`src/rtl/ll_pkg.sv`:
```
// Shared types and sizing for the linked-list free-pointer manager.
package ll_pkg;
   localparam int PTR_W = 4;
   localparam int DEPTH = 2**PTR_W;

   typedef enum logic {
      ST_INIT,
      ST_RUN
   } state_t;
endpackage

```
`src/rtl/ll_free_list_if.sv`:
```
// Free/alloc handshake and status bundle of ll_free_list.
interface ll_free_list_if;
   import ll_pkg::*;

   logic [PTR_W-1:0] in_ptr;
   logic             in_ptr_vld;
   logic             in_ptr_rdy;
   logic             alloc_req;
   logic [PTR_W-1:0] alloc_ptr;
   logic             alloc_vld;
   logic [PTR_W:0]   free_cnt;
   logic             empty;
   logic             init_done;
   logic             err_dbl_free;
   logic             err_alloc;

   modport master (
      output in_ptr, in_ptr_vld, alloc_req,
      input  in_ptr_rdy, alloc_ptr, alloc_vld, free_cnt,
      input  empty, init_done, err_dbl_free, err_alloc
   );

   modport slave (
      input  in_ptr, in_ptr_vld, alloc_req,
      output in_ptr_rdy, alloc_ptr, alloc_vld, free_cnt,
      output empty, init_done, err_dbl_free, err_alloc
   );
endinterface

```
`src/rtl/ll_next_ram.sv`:
```
// Next-pointer RAM: one synchronous write port, one combinational read port.
module ll_next_ram
   import ll_pkg::*;
(
   input  logic             clk,
   input  logic             i_we,
   input  logic [PTR_W-1:0] i_waddr,
   input  logic [PTR_W-1:0] i_wdata,
   input  logic [PTR_W-1:0] i_raddr,
   output logic [PTR_W-1:0] o_rdata
);
   logic [PTR_W-1:0] r_mem [DEPTH];

   always_ff @(posedge clk) begin
      if (i_we) r_mem[i_waddr] <= i_wdata;
   end

   assign o_rdata = r_mem[i_raddr];
endmodule

```
`src/rtl/ll_free_list.sv`:
```
// Free-pointer manager: unused nodes form a singly linked list in ll_next_ram.
module ll_free_list
   import ll_pkg::*;
(
   input  logic          clk,
   input  logic          rst,
   ll_free_list_if.slave bus
);
   state_t             r_state;
   state_t             w_state_nxt;
   logic [PTR_W-1:0]   r_init_idx;
   logic [PTR_W-1:0]   r_head;
   logic [PTR_W-1:0]   r_tail;
   logic [PTR_W:0]     r_free_cnt;
   logic [DEPTH-1:0]   r_used;
   logic [PTR_W-1:0]   r_alloc_ptr;
   logic               r_alloc_vld;
   logic               r_err_dbl;
   logic               r_err_alloc;

   logic               w_run;
   logic               w_init;
   logic               w_last;
   logic               w_cnt0;
   logic               w_cnt1;
   logic               w_alloc;
   logic               w_alloc_err;
   logic               w_free_try;
   logic               w_free;
   logic               w_dbl;
   logic               w_we;
   logic [PTR_W-1:0]   w_waddr;
   logic [PTR_W-1:0]   w_wdata;
   logic [PTR_W-1:0]   w_next_rd;
   logic [PTR_W-1:0]   w_head_nxt;
   logic [PTR_W-1:0]   w_tail_nxt;
   logic [PTR_W:0]     w_cnt_nxt;

   assign w_run  = (r_state == ST_RUN);
   assign w_init = (r_state == ST_INIT);
   assign w_last = (r_init_idx == PTR_W'(DEPTH-1));
   assign w_cnt0 = (r_free_cnt == '0);
   assign w_cnt1 = (r_free_cnt == (PTR_W+1)'(1));

   assign w_alloc     = w_run && bus.alloc_req && !w_cnt0;
   assign w_alloc_err = w_run && bus.alloc_req && w_cnt0;
   assign w_free_try  = w_run && bus.in_ptr_vld;
   assign w_free      = w_free_try && r_used[bus.in_ptr];
   assign w_dbl       = w_free_try && !r_used[bus.in_ptr];

   assign w_we    = w_init || w_free;
   assign w_waddr = w_init ? r_init_idx : r_tail;
   assign w_wdata = w_init ? r_init_idx + 1'b1 : bus.in_ptr;

   ll_next_ram u_next_ram (
      .clk     (clk),
      .i_we    (w_we),
      .i_waddr (w_waddr),
      .i_wdata (w_wdata),
      .i_raddr (r_head),
      .o_rdata (w_next_rd)
   );

   always_ff @(posedge clk or posedge rst) begin
      if (rst) r_state <= ST_INIT;
      else     r_state <= w_state_nxt;
   end

   always_comb begin
      w_state_nxt = r_state;
      unique case (r_state)
         ST_INIT: if (w_last) w_state_nxt = ST_RUN;
         ST_RUN:  w_state_nxt = ST_RUN;
         default: w_state_nxt = ST_INIT;
      endcase
   end

   // A lone remaining node (or none) makes the freed pointer the new head;
   // its stale next entry must not be followed.
   always_comb begin
      w_head_nxt = r_head;
      w_tail_nxt = r_tail;
      w_cnt_nxt  = r_free_cnt;
      if (w_init) begin
         if (w_last) begin
            w_head_nxt = '0;
            w_tail_nxt = PTR_W'(DEPTH-1);
            w_cnt_nxt  = (PTR_W+1)'(DEPTH);
         end
      end else begin
         if (w_alloc) w_head_nxt = w_next_rd;
         if (w_free) begin
            w_tail_nxt = bus.in_ptr;
            if (w_cnt0 || (w_alloc && w_cnt1))
               w_head_nxt = bus.in_ptr;
         end
         unique case (1'b1)
            w_free && !w_alloc: w_cnt_nxt = r_free_cnt + 1'b1;
            w_alloc && !w_free: w_cnt_nxt = r_free_cnt - 1'b1;
            default:            w_cnt_nxt = r_free_cnt;
         endcase
      end
   end

   always_ff @(posedge clk or posedge rst) begin
      if (rst) begin
         r_init_idx  <= '0;
         r_head      <= '0;
         r_tail      <= PTR_W'(DEPTH-1);
         r_free_cnt  <= '0;
         r_used      <= '0;
         r_alloc_ptr <= '0;
         r_alloc_vld <= 1'b0;
         r_err_dbl   <= 1'b0;
         r_err_alloc <= 1'b0;
      end else begin
         if (w_init) r_init_idx <= r_init_idx + 1'b1;
         r_head      <= w_head_nxt;
         r_tail      <= w_tail_nxt;
         r_free_cnt  <= w_cnt_nxt;
         r_alloc_vld <= w_alloc;
         r_err_dbl   <= w_dbl;
         r_err_alloc <= w_alloc_err;
         if (w_alloc) begin
            r_alloc_ptr    <= r_head;
            r_used[r_head] <= 1'b1;
         end
         if (w_free) r_used[bus.in_ptr] <= 1'b0;
      end
   end

   // empty is qualified with RUN so every output reads 0 straight out of reset.
   assign bus.in_ptr_rdy   = w_run;
   assign bus.init_done    = w_run;
   assign bus.empty        = w_run && w_cnt0;
   assign bus.alloc_ptr    = r_alloc_ptr;
   assign bus.alloc_vld    = r_alloc_vld;
   assign bus.free_cnt     = r_free_cnt;
   assign bus.err_dbl_free = r_err_dbl;
   assign bus.err_alloc    = r_err_alloc;
endmodule
```
`src/flat_wrapper.sv`:
```
// flat-port wrapper written by rule: the top's interface ports become plain ports
module ll_free_list_flat import ll_pkg::*;
  (clk, rst, bus_in_ptr, bus_in_ptr_vld, bus_alloc_req, bus_in_ptr_rdy, bus_alloc_ptr, bus_alloc_vld, bus_free_cnt, bus_empty, bus_init_done, bus_err_dbl_free, bus_err_alloc);
  ll_free_list_if bus_i ();
  input  logic clk;
  input  logic rst;
  input wire logic [$bits(bus_i.in_ptr)-1:0] bus_in_ptr;
  input wire logic [$bits(bus_i.in_ptr_vld)-1:0] bus_in_ptr_vld;
  input wire logic [$bits(bus_i.alloc_req)-1:0] bus_alloc_req;
  output wire logic [$bits(bus_i.in_ptr_rdy)-1:0] bus_in_ptr_rdy;
  output wire logic [$bits(bus_i.alloc_ptr)-1:0] bus_alloc_ptr;
  output wire logic [$bits(bus_i.alloc_vld)-1:0] bus_alloc_vld;
  output wire logic [$bits(bus_i.free_cnt)-1:0] bus_free_cnt;
  output wire logic [$bits(bus_i.empty)-1:0] bus_empty;
  output wire logic [$bits(bus_i.init_done)-1:0] bus_init_done;
  output wire logic [$bits(bus_i.err_dbl_free)-1:0] bus_err_dbl_free;
  output wire logic [$bits(bus_i.err_alloc)-1:0] bus_err_alloc;
  assign bus_i.in_ptr = bus_in_ptr;
  assign bus_i.in_ptr_vld = bus_in_ptr_vld;
  assign bus_i.alloc_req = bus_alloc_req;
  assign bus_in_ptr_rdy = bus_i.in_ptr_rdy;
  assign bus_alloc_ptr = bus_i.alloc_ptr;
  assign bus_alloc_vld = bus_i.alloc_vld;
  assign bus_free_cnt = bus_i.free_cnt;
  assign bus_empty = bus_i.empty;
  assign bus_init_done = bus_i.init_done;
  assign bus_err_dbl_free = bus_i.err_dbl_free;
  assign bus_err_alloc = bus_i.err_alloc;
  ll_free_list u_core (.clk(clk), .rst(rst), .bus(bus_i));
endmodule
```
`config.mk`:
```
export PLATFORM = sky130hd
export DESIGN_NAME = ll_free_list_flat
export DESIGN_NICKNAME = d
export VERILOG_FILES = /design/src/rtl/ll_pkg.sv /design/src/rtl/ll_free_list_if.sv /design/src/rtl/ll_next_ram.sv /design/src/rtl/ll_free_list.sv /design/src/flat_wrapper.sv
export SDC_FILE = /design/constraint.sdc
export NUM_CORES = 1
export LEC_CHECK = 0
export CAP_MARGIN = 20
export CORE_MARGIN = 1.5
export CORE_UTILIZATION = 40
export CTS_CLUSTER_DIAMETER = 120
export DETAILED_ROUTE_END_ITERATION = 10
export SETUP_SLACK_MARGIN = 0.5
export SLEW_MARGIN = 10
export SYNTH_ARGS = -nofsm -noshare
export SYNTH_HDL_FRONTEND = slang
export SYNTH_SLANG_ARGS = --single-unit
```
`constraint.sdc`:
```
create_clock -name clk -period 2.4 [get_ports clk]
set_input_delay 0.48 -clock clk [delete_from_list [all_inputs] [get_ports clk]]
set_output_delay 0.48 -clock clk [all_outputs]
set_load 0.005 [all_outputs]
```
==> flow_summary.toml <==
[run_status]
outcome = "completed"

[worst_hold_path]
timing.hold.worst_path_depth = 2
worst_hold_startpoint = "bus_in_ptr[0]"
holdPathEnd = "u_core.r_used[7]"
worst_hold_path_type = "in2reg"

[clocking]
tritoncts = "built"
ctsRootBufferMaster = "clkbuf_16"
clk_latency_ps = 360
numClockSinks = 105
cts.clk_slew.worst_paths_ps = 80
cts_made_buffers = 9
clock_tree.htree_level_count = 3
deepest_clock_path_buffer_count = 2

[die]
floorplan.die_area_um2 = 13100
core.rowCount = 40
io-pin-count = 23
start_util = 0.413
die_height_um = 115
die_width_um = 115
core-area_um2 = 12100

[power_and_ir_drop]
vdd.ir_drop.worst_v = 0.000632
total_power_w = 0.00675
p_per_area_nw_per_um2 = 1020
power.leakage_nw = 2.47

[worst_setup_path]
reg2reg_setup_slack_ps = 280
crit_path_start_kind = "flip-flop"
worst_r2r_startpoint = "u_core.r_head[0]"
worst_ep_arrival_time_ps = 2360
critical_path.reg2reg.endpoint = "u_core.r_head[0]"
type_of_element_capturing_the_critical_path = "flip-flop"
worst-r2r-cell-count = 6
cp_max_fo = 11
critical_path_required_ps = 2650
critPathKind = "reg2reg"

[drt]
routed_wl_um = 12200
wl_met1_um = 5420
routed.top_layer = "met4"
route.detailed.wl_per_inst_um = 19.0
dr.first_iter.drc_count = 177
post-route-drc-count = 0
dr_total_vias = 3415
wl_met2_um = 6210
met3RoutedLength_um = 402
drtPass1Iterations = 4
number_of_routed_nets_with_antenna_violations = 0
routed_via_density = 5.34

[global_routing]
pin_count_of_the_biggest_net_entering_global_routing = 25
total_grt_usage = 0.201
number_of_antenna_violations_at_the_first_check_in_global_routing = 0
grt_first_pass_wirelength_um = 19700
first_global_vias = 3555
gr-total-overflow = 0

[final_layout]
num-nets-final = 480
ff_latch_area_um2 = 2960
diodes = 0
drive_above_1_share = 0.424
fillCellCount = 1001
syn2layout_area_growth_pct = 32.5
multi_input_comb_area_um2 = 2320
postLayoutCellArea_um2 = 6600
layout_cells_excl_fill = 640

[synthesis]
synthArstFlopShare = 0.390
synth_top_area_cell = "edfxtp_1"
syn_nets = 403
synth_top_area_frac = 0.386
synth-seq-area-share = 0.593
yosysWarnings = 0
syn_inst = 390
post_synth_num_cell_types = 64
synthTopCellsByCount = "64 x edfxtp_1, 43 x nand2_1, 37 x dfrtp_1"
ys_ff_latch = 105
number_of_enable_flip_flop_cells_after_synthesis = 64
synth.area.top_cells = "edfxtp_1 39%, dfrtp_1 19%, mux4_2 8.6%"
synthFlopType = "edfxtp_1"
synth.cell_area_um2 = 4980
synth.avg_cell_area_um2 = 12.8
synthMostInstantiatedCell = "edfxtp_1"

[placement]
dp_hpwl_um = 8380
io_buffer_count = 22
placed_area_um2 = 5770
gp_congestion = 0.810
cell_count_after_placement = 604

[timing]
report.final.hold_viol_count = 0
fin_worst_skew_ps = 10.8
finalCritPeriodShare = 0.882
finalSetupViolations = 0
min_period_ps = 2120
totalNegativeSetupSlack_ps = 0
rsz_0062_raised_after_global_routing = "true"
clock.fmax_mhz = 472
timing_max_transition_violations_final = 0
slew-limit-headroom = 0.568
worstMarginPinSlew_ps = 645

[flow_run]
drv.max_cap_violation_count = 0
[where the power goes]
| group | internal [W] | switching (W) |
|---|---|---|
| registers | 0.00228 | 0.000355 |
| logic | 0.00138 | 0.00128 |
| clock network | 0.000732 | 0.000718 |
[metrics by stage]
| stage | setup slack, ps | util | hold slack, ps |
|---|---|---|---|
| CTS | 263 | 0.529 | 423 |
| global route | 177 | 0.547 | 481 |
| floorplan | 151 | - | 470 |
| detailed placement | -612 | 0.478 | 463 |
| finish | 282 | 0.547 | 441 |
| global placement | -588 | 0.478 | 462 |
[cell families after synthesis]
family          synth area share
simple gates               0.128
flops                      0.593
compound gates             0.110
buf+inv                   0.0367
mux                        0.109
xor+xnor                  0.0106
fa+ha+maj                 0.0126
[cell usage in the layout, fill, tap and decap left out, drive strengths merged, types with 7 or more instances in the layout]
cell type	synthesis	final
inv	9	14
nand3	7	7
buf	16	74
nand2	45	45
nor3	7	7
clkbuf	10	9
a21oi	32	32
edfxtp	64	64
clkdlybuf4s50	0	14
dfrtp	37	37
o21ai	9	9
mux4	19	19
nor2b	11	11
mux2i	7	7
nor2	35	35
a31oi	10	10
[state kept, by name, summed over array words and instances, names as in the netlist]
signal and count:
u_core.bus.alloc_ptr 4, u_core.bus.alloc_vld 1, u_core.bus.in_ptr_rdy 1, u_core.bus.free_cnt 5, u_core.u_next_ram.r_mem 64, u_core.bus.err_dbl_free 1
u_core.r_tail 4, u_core.r_init_idx 4, u_core.r_used 16, u_core.bus.err_alloc 1, u_core.r_head 4
[worst max path at each step]
stage / cells past startpoint / endpoint / startpoint / slack, ps
after floorplan: 8 / u_core.u_next_ram.r_mem[8][0] / bus_in_ptr[1] / 150
after global placement: 8 / u_core.u_next_ram.r_mem[1][2] / bus_in_ptr[0] / -590
after detailed placement: 8 / u_core.u_next_ram.r_mem[1][3] / bus_in_ptr[0] / -610
after CTS: 6 / u_core.r_head[0] / u_core.r_head[0] / 260
after global routing: 6 / u_core.r_head[0] / u_core.r_head[0] / 180
final: 6 / u_core.r_head[0] / u_core.r_head[0] / 280
[cell type report]
cell class | count | share of cell area
Tap cell | 168 | 0.0319
Multi-Input combinational cell | 250 | 0.351
Inverter | 9 | 0.00550
Clock inverter | 7 | 0.00967
Clock buffer | 9 | 0.0341
Sequential cell | 105 | 0.448
Timing Repair Buffer | 92 | 0.119
[per-layer routing]
layer,vias up,GRT usage
met5,-,0
met4,0,0.0667
met3,10,0.0376
met2,58,0.334
met1,1733,0.268
li1,1614,-
[what timing repair did]
action	in CTS	in global routing
gates resized for setup	77	32
setup endpoints to repair	111	96
pin swaps	22	21
setup buffers	8	12
hold buffers	0	0
[worst max-delay path: stages, from the launching register on]
cell     delay, ps
dfrtp_2        470
buf_6          220
mux4_2         560
mux4_2         470
nand2_1         60
and3_1         150
o21ai_1         70
Note: power is estimated with default switching activity, not from simulation.
